<file path="config.mk">
export PLATFORM = sky130hd
export DESIGN_NAME = palette_bank
export DESIGN_NICKNAME = d
export VERILOG_FILES = /design/src/rtl/palette_bank.sv
export SDC_FILE = /design/constraint.sdc
export NUM_CORES = 1
export LEC_CHECK = 0
export CORE_MARGIN = 5
export CORE_UTILIZATION = 50
export CTS_BUF_LIST = sky130_fd_sc_hd__clkbuf_8
export CTS_CLUSTER_DIAMETER = 60
export DETAILED_ROUTE_END_ITERATION = 7
export PLACE_DENSITY = 0.69
export REMOVE_ABC_BUFFERS = 1
export SLEW_MARGIN = 20
export SYNTH_ARGS = -nofsm -noshare
export SYNTH_HDL_FRONTEND = slang
export SYNTH_SLANG_ARGS = --single-unit
</file>
<file path="constraint.sdc">
create_clock -name Clk -period 8.45 [get_ports Clk]
set_clock_uncertainty 0.1 [all_clocks]
set_input_delay 1.69 -clock Clk [delete_from_list [all_inputs] [get_ports Clk]]
set_output_delay 1.69 -clock Clk [all_outputs]
set_load 0.03 [all_outputs]
</file>
<file path="src/rtl/palette_bank.sv">
// palette_bank: NUM_PAL runtime-writable 24-bit colour palettes behind a fixed 2-cycle index->RGB pipeline.
// Optional feature macro PALETTE_FADE_EN adds per-frame channel darkening in the output stage.
module palette_bank #(
   parameter int IDX_W   = 4,
   parameter int NUM_PAL = 2,
   parameter int PAL_W   = $clog2(NUM_PAL)
) (
   input  logic             Clk,
   input  logic             Reset_n,
   // Write handshake: an entry is written on the rising edge where wr_valid && wr_ready;
   // wr_ready is high for the whole RUN state and low while the clear sequence runs.
   input  logic             wr_valid,
   output logic             wr_ready,
   input  logic [PAL_W-1:0] wr_pal,
   input  logic [IDX_W-1:0] wr_index,
   input  logic [23:0]      wr_rgb,
   input  logic             frame_start,
   input  logic [PAL_W-1:0] pal_sel,
   input  logic [2:0]       fade_level,
   input  logic             pix_valid,
   input  logic [IDX_W-1:0] pix_index,
   output logic             out_valid,
   output logic             out_transp,
   output logic [7:0]       Red,
   output logic [7:0]       Green,
   output logic [7:0]       Blue,
   output logic             busy,
   output logic             dbg_state
);
   localparam int                ADDR_W    = PAL_W + IDX_W;
   localparam int                DEPTH     = NUM_PAL << IDX_W;
   localparam logic [ADDR_W-1:0] LAST_ADDR = ADDR_W'(DEPTH - 1);
   localparam logic [PAL_W:0]    NUM_PAL_V = (PAL_W + 1)'(NUM_PAL);

   typedef enum logic {S_INIT = 1'b0, S_RUN = 1'b1} state_t;

   state_t            state_q, state_d;
   logic [ADDR_W-1:0] clr_cnt_q, clr_cnt_d;
   logic [PAL_W-1:0]  active_pal_q, active_pal_d;

   logic              ram_we;
   logic [ADDR_W-1:0] ram_waddr;
   logic [23:0]       ram_wdata;
   logic [ADDR_W-1:0] rd_addr;
   logic [23:0]       rd_data_q;
   logic [23:0]       mem [DEPTH];

   logic              valid1_q, valid1_d;
   logic              transp1_q, transp1_d;
   logic              init1_q, init1_d;
   logic              out_valid_q, out_valid_d;
   logic              out_transp_q, out_transp_d;
   logic [23:0]       rgb_q, rgb_d;

   always_ff @(posedge Clk or negedge Reset_n) begin
      if (!Reset_n) begin
         state_q      <= S_INIT;
         clr_cnt_q    <= '0;
         active_pal_q <= '0;
      end else begin
         state_q      <= state_d;
         clr_cnt_q    <= clr_cnt_d;
         active_pal_q <= active_pal_d;
      end
   end

   always_comb begin
      state_d   = state_q;
      clr_cnt_d = clr_cnt_q;
      if (state_q == S_INIT) begin
         if (clr_cnt_q == LAST_ADDR) begin
            state_d = S_RUN;
         end else begin
            clr_cnt_d = clr_cnt_q + ADDR_W'(1);
         end
      end
   end

   // The clear sequence owns the write port; writes to a nonexistent palette are dropped.
   always_comb begin
      busy      = (state_q == S_INIT);
      wr_ready  = (state_q == S_RUN);
      dbg_state = state_q;
      ram_we    = 1'b0;
      ram_waddr = clr_cnt_q;
      ram_wdata = '0;
      if (state_q == S_INIT) begin
         ram_we = 1'b1;
      end else if (wr_valid && ({1'b0, wr_pal} < NUM_PAL_V)) begin
         ram_we    = 1'b1;
         ram_waddr = {wr_pal, wr_index};
         ram_wdata = wr_rgb;
      end
   end

   always_comb begin
      active_pal_d = active_pal_q;
      if (frame_start) begin
         active_pal_d = ({1'b0, pal_sel} < NUM_PAL_V) ? pal_sel : '0;
      end
   end

   assign rd_addr = {active_pal_q, pix_index};

   // Read-first: a same-edge write is seen only by later reads.
   always_ff @(posedge Clk) begin
      if (ram_we) begin
         mem[ram_waddr] <= ram_wdata;
      end
      rd_data_q <= mem[rd_addr];
   end

`ifdef PALETTE_FADE_EN
   logic [2:0] active_fade_q, active_fade_d;
   logic [2:0] fade1_q, fade1_d;

   function automatic logic [7:0] fade_ch(input logic [7:0] c, input logic [2:0] f);
      logic [10:0] prod;
      prod = {3'b000, c} * (11'd8 - {8'd0, f});
      return prod[10:3];
   endfunction

   always_comb begin
      active_fade_d = frame_start ? fade_level : active_fade_q;
      fade1_d       = active_fade_q;
   end

   always_ff @(posedge Clk or negedge Reset_n) begin
      if (!Reset_n) begin
         active_fade_q <= '0;
         fade1_q       <= '0;
      end else begin
         active_fade_q <= active_fade_d;
         fade1_q       <= fade1_d;
      end
   end
`else
   logic unused_fade;
   assign unused_fade = ^fade_level;
`endif

   // Pixels sampled while the clear runs carry a flag that blanks their colour.
   always_comb begin
      valid1_d     = pix_valid;
      transp1_d    = (pix_index == '0);
      init1_d      = (state_q == S_INIT);
      out_valid_d  = valid1_q;
      out_transp_d = transp1_q;
      rgb_d        = '0;
      if (!init1_q) begin
`ifdef PALETTE_FADE_EN
         rgb_d = {fade_ch(rd_data_q[23:16], fade1_q),
                  fade_ch(rd_data_q[15:8], fade1_q),
                  fade_ch(rd_data_q[7:0], fade1_q)};
`else
         rgb_d = rd_data_q;
`endif
      end
   end

   always_ff @(posedge Clk or negedge Reset_n) begin
      if (!Reset_n) begin
         valid1_q     <= 1'b0;
         transp1_q    <= 1'b0;
         init1_q      <= 1'b1;
         out_valid_q  <= 1'b0;
         out_transp_q <= 1'b0;
         rgb_q        <= '0;
      end else begin
         valid1_q     <= valid1_d;
         transp1_q    <= transp1_d;
         init1_q      <= init1_d;
         out_valid_q  <= out_valid_d;
         out_transp_q <= out_transp_d;
         rgb_q        <= rgb_d;
      end
   end

   assign out_valid  = out_valid_q;
   assign out_transp = out_transp_q;
   assign Red        = rgb_q[23:16];
   assign Green      = rgb_q[15:8];
   assign Blue       = rgb_q[7:0];

endmodule

</file>
== Word level (Yosys, flattened, before mapping) ==
Memory sizes are Yosys's and may differ from the RTL's. A register that Yosys moved wholly into a read port is not among the register bits.
Cells that the tools add are included.

* Memories: 1
* Bits of input ports: 42
* Bits in registers: 36
* Bits in writable memories: 768

* Reduce and logical (&&, ||, !) cells: 2
* Bitwise logic cells: 2
* $add $sub $neg: 1
* Muxes and demuxes: 11
* Eq/ne operators: 1

{| class="wikitable"
|+ Memory list
! memory !! words !! width !! read ports !! clocked after Yosys merged registers in !! wr ports !! RTL line !! text
|-
| mem || 32 || 24 || 1 || 1 || 1 || 46 || <nowiki>logic [23:0] mem [DEPTH];</nowiki>
|}

{| class="wikitable"
|+ Operator list
! operator !! count
|-
| 24-bit 2-to-1 mux || 3
|-
| 5-bit 2-to-1 mux || 2
|-
| 1-bit 2-to-1 mux || 6
|-
| 5-bit by 1-bit adder with 5-bit output, second input constant || 1
|-
| 5-bit == test, second input constant || 1
|-
| 4-bit logical NOT || 1
|-
| 1-bit NOT || 2
|-
| 2-bit AND reduction || 1
|}

== Longest topological paths before layout ==
* Depth in word-level cells: 4
* Mapped depth: 8
* Mapped depth without buffers: 6

== Least setup slack after synthesis ==
No wires, ideal clock.

* Kind: input to register
* Start: in wr_valid
* End: mem mem[18][0], enable pin
* Required time: 7.945 ns
* Setup time: 0.405 ns
* Setup slack: 4.449 ns
* Data arrival time: 3.496 ns
* Buffers on the path: 1
* Cell stages on the path: 5
* Cells stage by stage: and2_1 > clkbuf_1 > mux2i_1 > nand2_1 > nor2_1

* Word-level cells in the longest chain between the ends: 4

{| class="wikitable"
|+ Ends and longest elaborated chain
! item !! RTL line !! text
|-
| start, declared || 12 || <nowiki>input logic wr_valid,</nowiki>
|-
| 1-bit 2-to-1 mux || 89 || <nowiki>end else if (wr_valid && ({1'b0, wr_pal} < NUM_PAL_V)) begin</nowiki>
|-
| 1-bit 2-to-1 mux || 87 || <nowiki>if (state_q == S_INIT) begin</nowiki>
|-
| 1-bit 2-to-1 mux || 107 || <nowiki>if (ram_we) begin</nowiki>
|-
| 1-bit 2-to-1 mux (not written as such) || 108 || <nowiki>mem[ram_waddr] <= ram_wdata;</nowiki>
|-
| end, declared || 46 ||
|}

Several ways; a longest one is shown, not always the timed one.

== Final worst setup path ==
* Start: reg state_q, in the netlist dbg_state
* End: out busy

* Word-level cells in the longest chain between the ends: 1

{| class="wikitable"
|+ Ends and longest elaborated chain
! item !! RTL line !! text
|-
| start, declared || 37 || <nowiki>state_t state_q, state_d;</nowiki>
|-
| start signal, assigned || 61 || <nowiki>state_q <= state_d;</nowiki>
|-
| 1-bit NOT || 81 || <nowiki>busy = (state_q == S_INIT);</nowiki>
|-
| end, declared || 27 || <nowiki>output logic busy,</nowiki>
|}

Every way passes these cells.

==> reports/qor.yml <==
worstPathArrival_ns: 2.70
min_path_type: "flip-flop to flip-flop"
powerDensity_nw_per_um2: 230
via_per_inst: 5.98
synthMuxAreaShare_pct: 13.8
yosys_warnings: 0
syn_area_um2: 31100
ir_drop_mv: 0.158
min_from: "out_valid_d"
drt_iter0_markers: 1554
syn_inst: 1456
grt_overflow_total: 0
worst_pin_slew_ns: 1.18
fin_nets: 1652
fillerInstances: 4551
wl_per_cell_um: 28.3
io_pins: 71
hold_viol: 0
n_antenna_cell: 0
dp_cells: 2305
synth_common_cells: "edfxtp_1, mux4_2, mux2i_1, a22oi_1, nor2_1"
synth_top_area_share_pct: 74.1
crit_fanout: 25
yosys-top-cells-area: "edfxtp_1, mux4_2, mux2i_1, dfrtp_1, dfxtp_1"
synth.avg_cell_area_um2: 21.4
cp_slowest_cell: "clkdlybuf4s50_1"
grt_pass1_wl_um: 104000
synth-compound-area-share_pct: 4.12
synth_top_cell_by_area: "edfxtp_1"
synthSimpleGateAreaFrac_pct: 1.99
holdPathEnd: "out_valid"
drive_gt1_share_pct: 24.1
worstSetupPathType: "flip-flop to primary output"
yosys.area_share.adder_pct: 0.0804
postCtsSetupRepairBufs: 0
start_util_pct: 50.5
post-route-period-util_pct: 53.1
synth_ff_type: "edfxtp_1"
wl_met2_um: 36400
antenna_found_initial: 1
setup_viol: 0
crit_required_ns: 6.66
ff2ff_path_depth: 5
synth_top_family_by_area: "multiplexers"
cts_tree: "done"
drcViolationCount: 0
setup_slack_ns: 3.96
min_period_ns: 4.49
gp_congestion: 0.734
vias: 15236
track_usage_pct: 21.6
worst_setup_path_end_kind: "primary output"
slew_headroom_pct: 21.0
synth_edf_count: 768
finalNonFillerCells: 2546
die_x_um: 260
post_cts_resized: 0
p_leak_uw: 0.0125
max_freq_mhz: 223
synth_cell_types: 46
dp_hpwl_um: 37000
cts_max_path_buffers: 3
timing.rr.start: "dbg_state"
dieArea_um2: 67400
first_global_vias: 15828
final-seq-area_um2: 24400
rsz0062_at_grt: "false"
clock-root-buffer: "clkbuf_8"
synth-seq-area-share_pct: 78.5
synth_most_common_cell: "edfxtp_1"
synth_xor_area_share_pct: 0.0844
fp.coreArea_um2: 61700
ff2ff_setup_slack_ns: 4.94
die_h_um: 260
r2r_end: "mem[4][4]"
cts_sinks: 828
postCtsHoldBufs: 0
fp-row-count: 91
port-buffer-count: 67
final_core_util_pct: 57.6
hold_path_depth: 0
insertion_delay_ns: 0.77
drtAntennaViolNets: 0
holdWs_ns: 0.250
wl_met1_um: 28700
max_stage_delay_ns: 0.68
numCtsBuffers: 134
finalSetupTns_ns: 0
outcome: "finished clean"
grt_max_degree: 76
topRoutingLayerUsed: "met4"
met3_length_um: 5460
drt_wl_total_um: 72200
finalMaxSlewViolations: 0
ys_seq_elements: 828
multiInputGateArea_um2: 6520
start_kind: "flip-flop"
crit_path_cell_trace: "buf_4 -> inv_1 -> clkdlybuf4s50_1"
syn_to_final_growth_pct: 14.1
post-place-ws_ns: 3.54
drt-pass1-iter-count: 5
htreeDepth: 4
path_clk_slew_ns: 0.06
synthArstFlopShare_pct: 4.35
cap_viol_max_count: 0
-- metrics by stage --
step | power, µW | area, µm²
CTS | 8210 | 35400
global route | 8430 | 35500
floorplan | 4840 | 30700
detailed placement | 5060 | 33000
global placement | 5050 | 32900
finish | 8160 | 35500
-- flip-flops by register name, indices dropped and copies added (netlist names), 5 cells and up --
name       cells
mem          768
rd_data_q     24
rgb_q         24
clr_cnt_q      5
-- layout make-up --
class                           count  share of cell area (%)
Sequential cell                   828                    68.8
Multi-Input combinational cell    542                    18.4
Clock buffer                      150                    5.81
Tap cell                          837                    2.95
Timing Repair Buffer               99                    2.89
Clock inverter                     87                    1.16
Inverter                            3                  0.0317
-- power by group --
group / switching [µW] / internal (µW)
registers: 10.8 / 4530
clock network: 1530 / 1660
logic: 279 / 160
total: 1810 / 6340
-- critical path: cells and delay by family (launching register included) --
kind,cells,cell delay (ns)
flops,1,0.60
buf+inv,3,1.32
-- worst max path at each step --
stage / cells past startpoint / endpoint / start
after floorplan: 4 / rd_data_q[11] / pix_index[1]
after global placement: 5 / rd_data_q[7] / pix_index[3]
after detailed placement: 5 / rd_data_q[7] / pix_index[3]
after CTS: 3 / busy / dbg_state
after global routing: 3 / busy / dbg_state
final: 3 / busy / dbg_state
-- cells in the final DEF (no fill, tap or decap), types with 25 or more instances in the layout --
cell type          n
nor2b_1           25
a21oi_1           28
mux2i_1           96
dfrtp_1           33
clkbuf_8         150
mux4_2           145
edfxtp_1         768
a22oi_1           60
clkinv_1          27
nor2_4            32
clkdlybuf4s50_1   62
buf_4             25
inv_1             40
-- logic make-up after synthesis --
family	Yosys count
flip-flops	828
AO/OA/AOI/OAI	174
AND/OR/NAND/NOR	117
XOR/XNOR	3
buffers and inverters	86
adder cells (fa/ha/maj)	2
multiplexers	246
-- per-layer routing --
| metal | vias up | global-route usage (%) |
|---|---|---|
| met1 | 8015 | 29.6 |
| li1 | 6424 | - |
| met5 | - | 0 |
| met2 | 675 | 35.6 |
| met4 | 0 | 6.22 |
| met3 | 122 | 4.43 |
No activity file was read; power rests on OpenSTA's default activity.
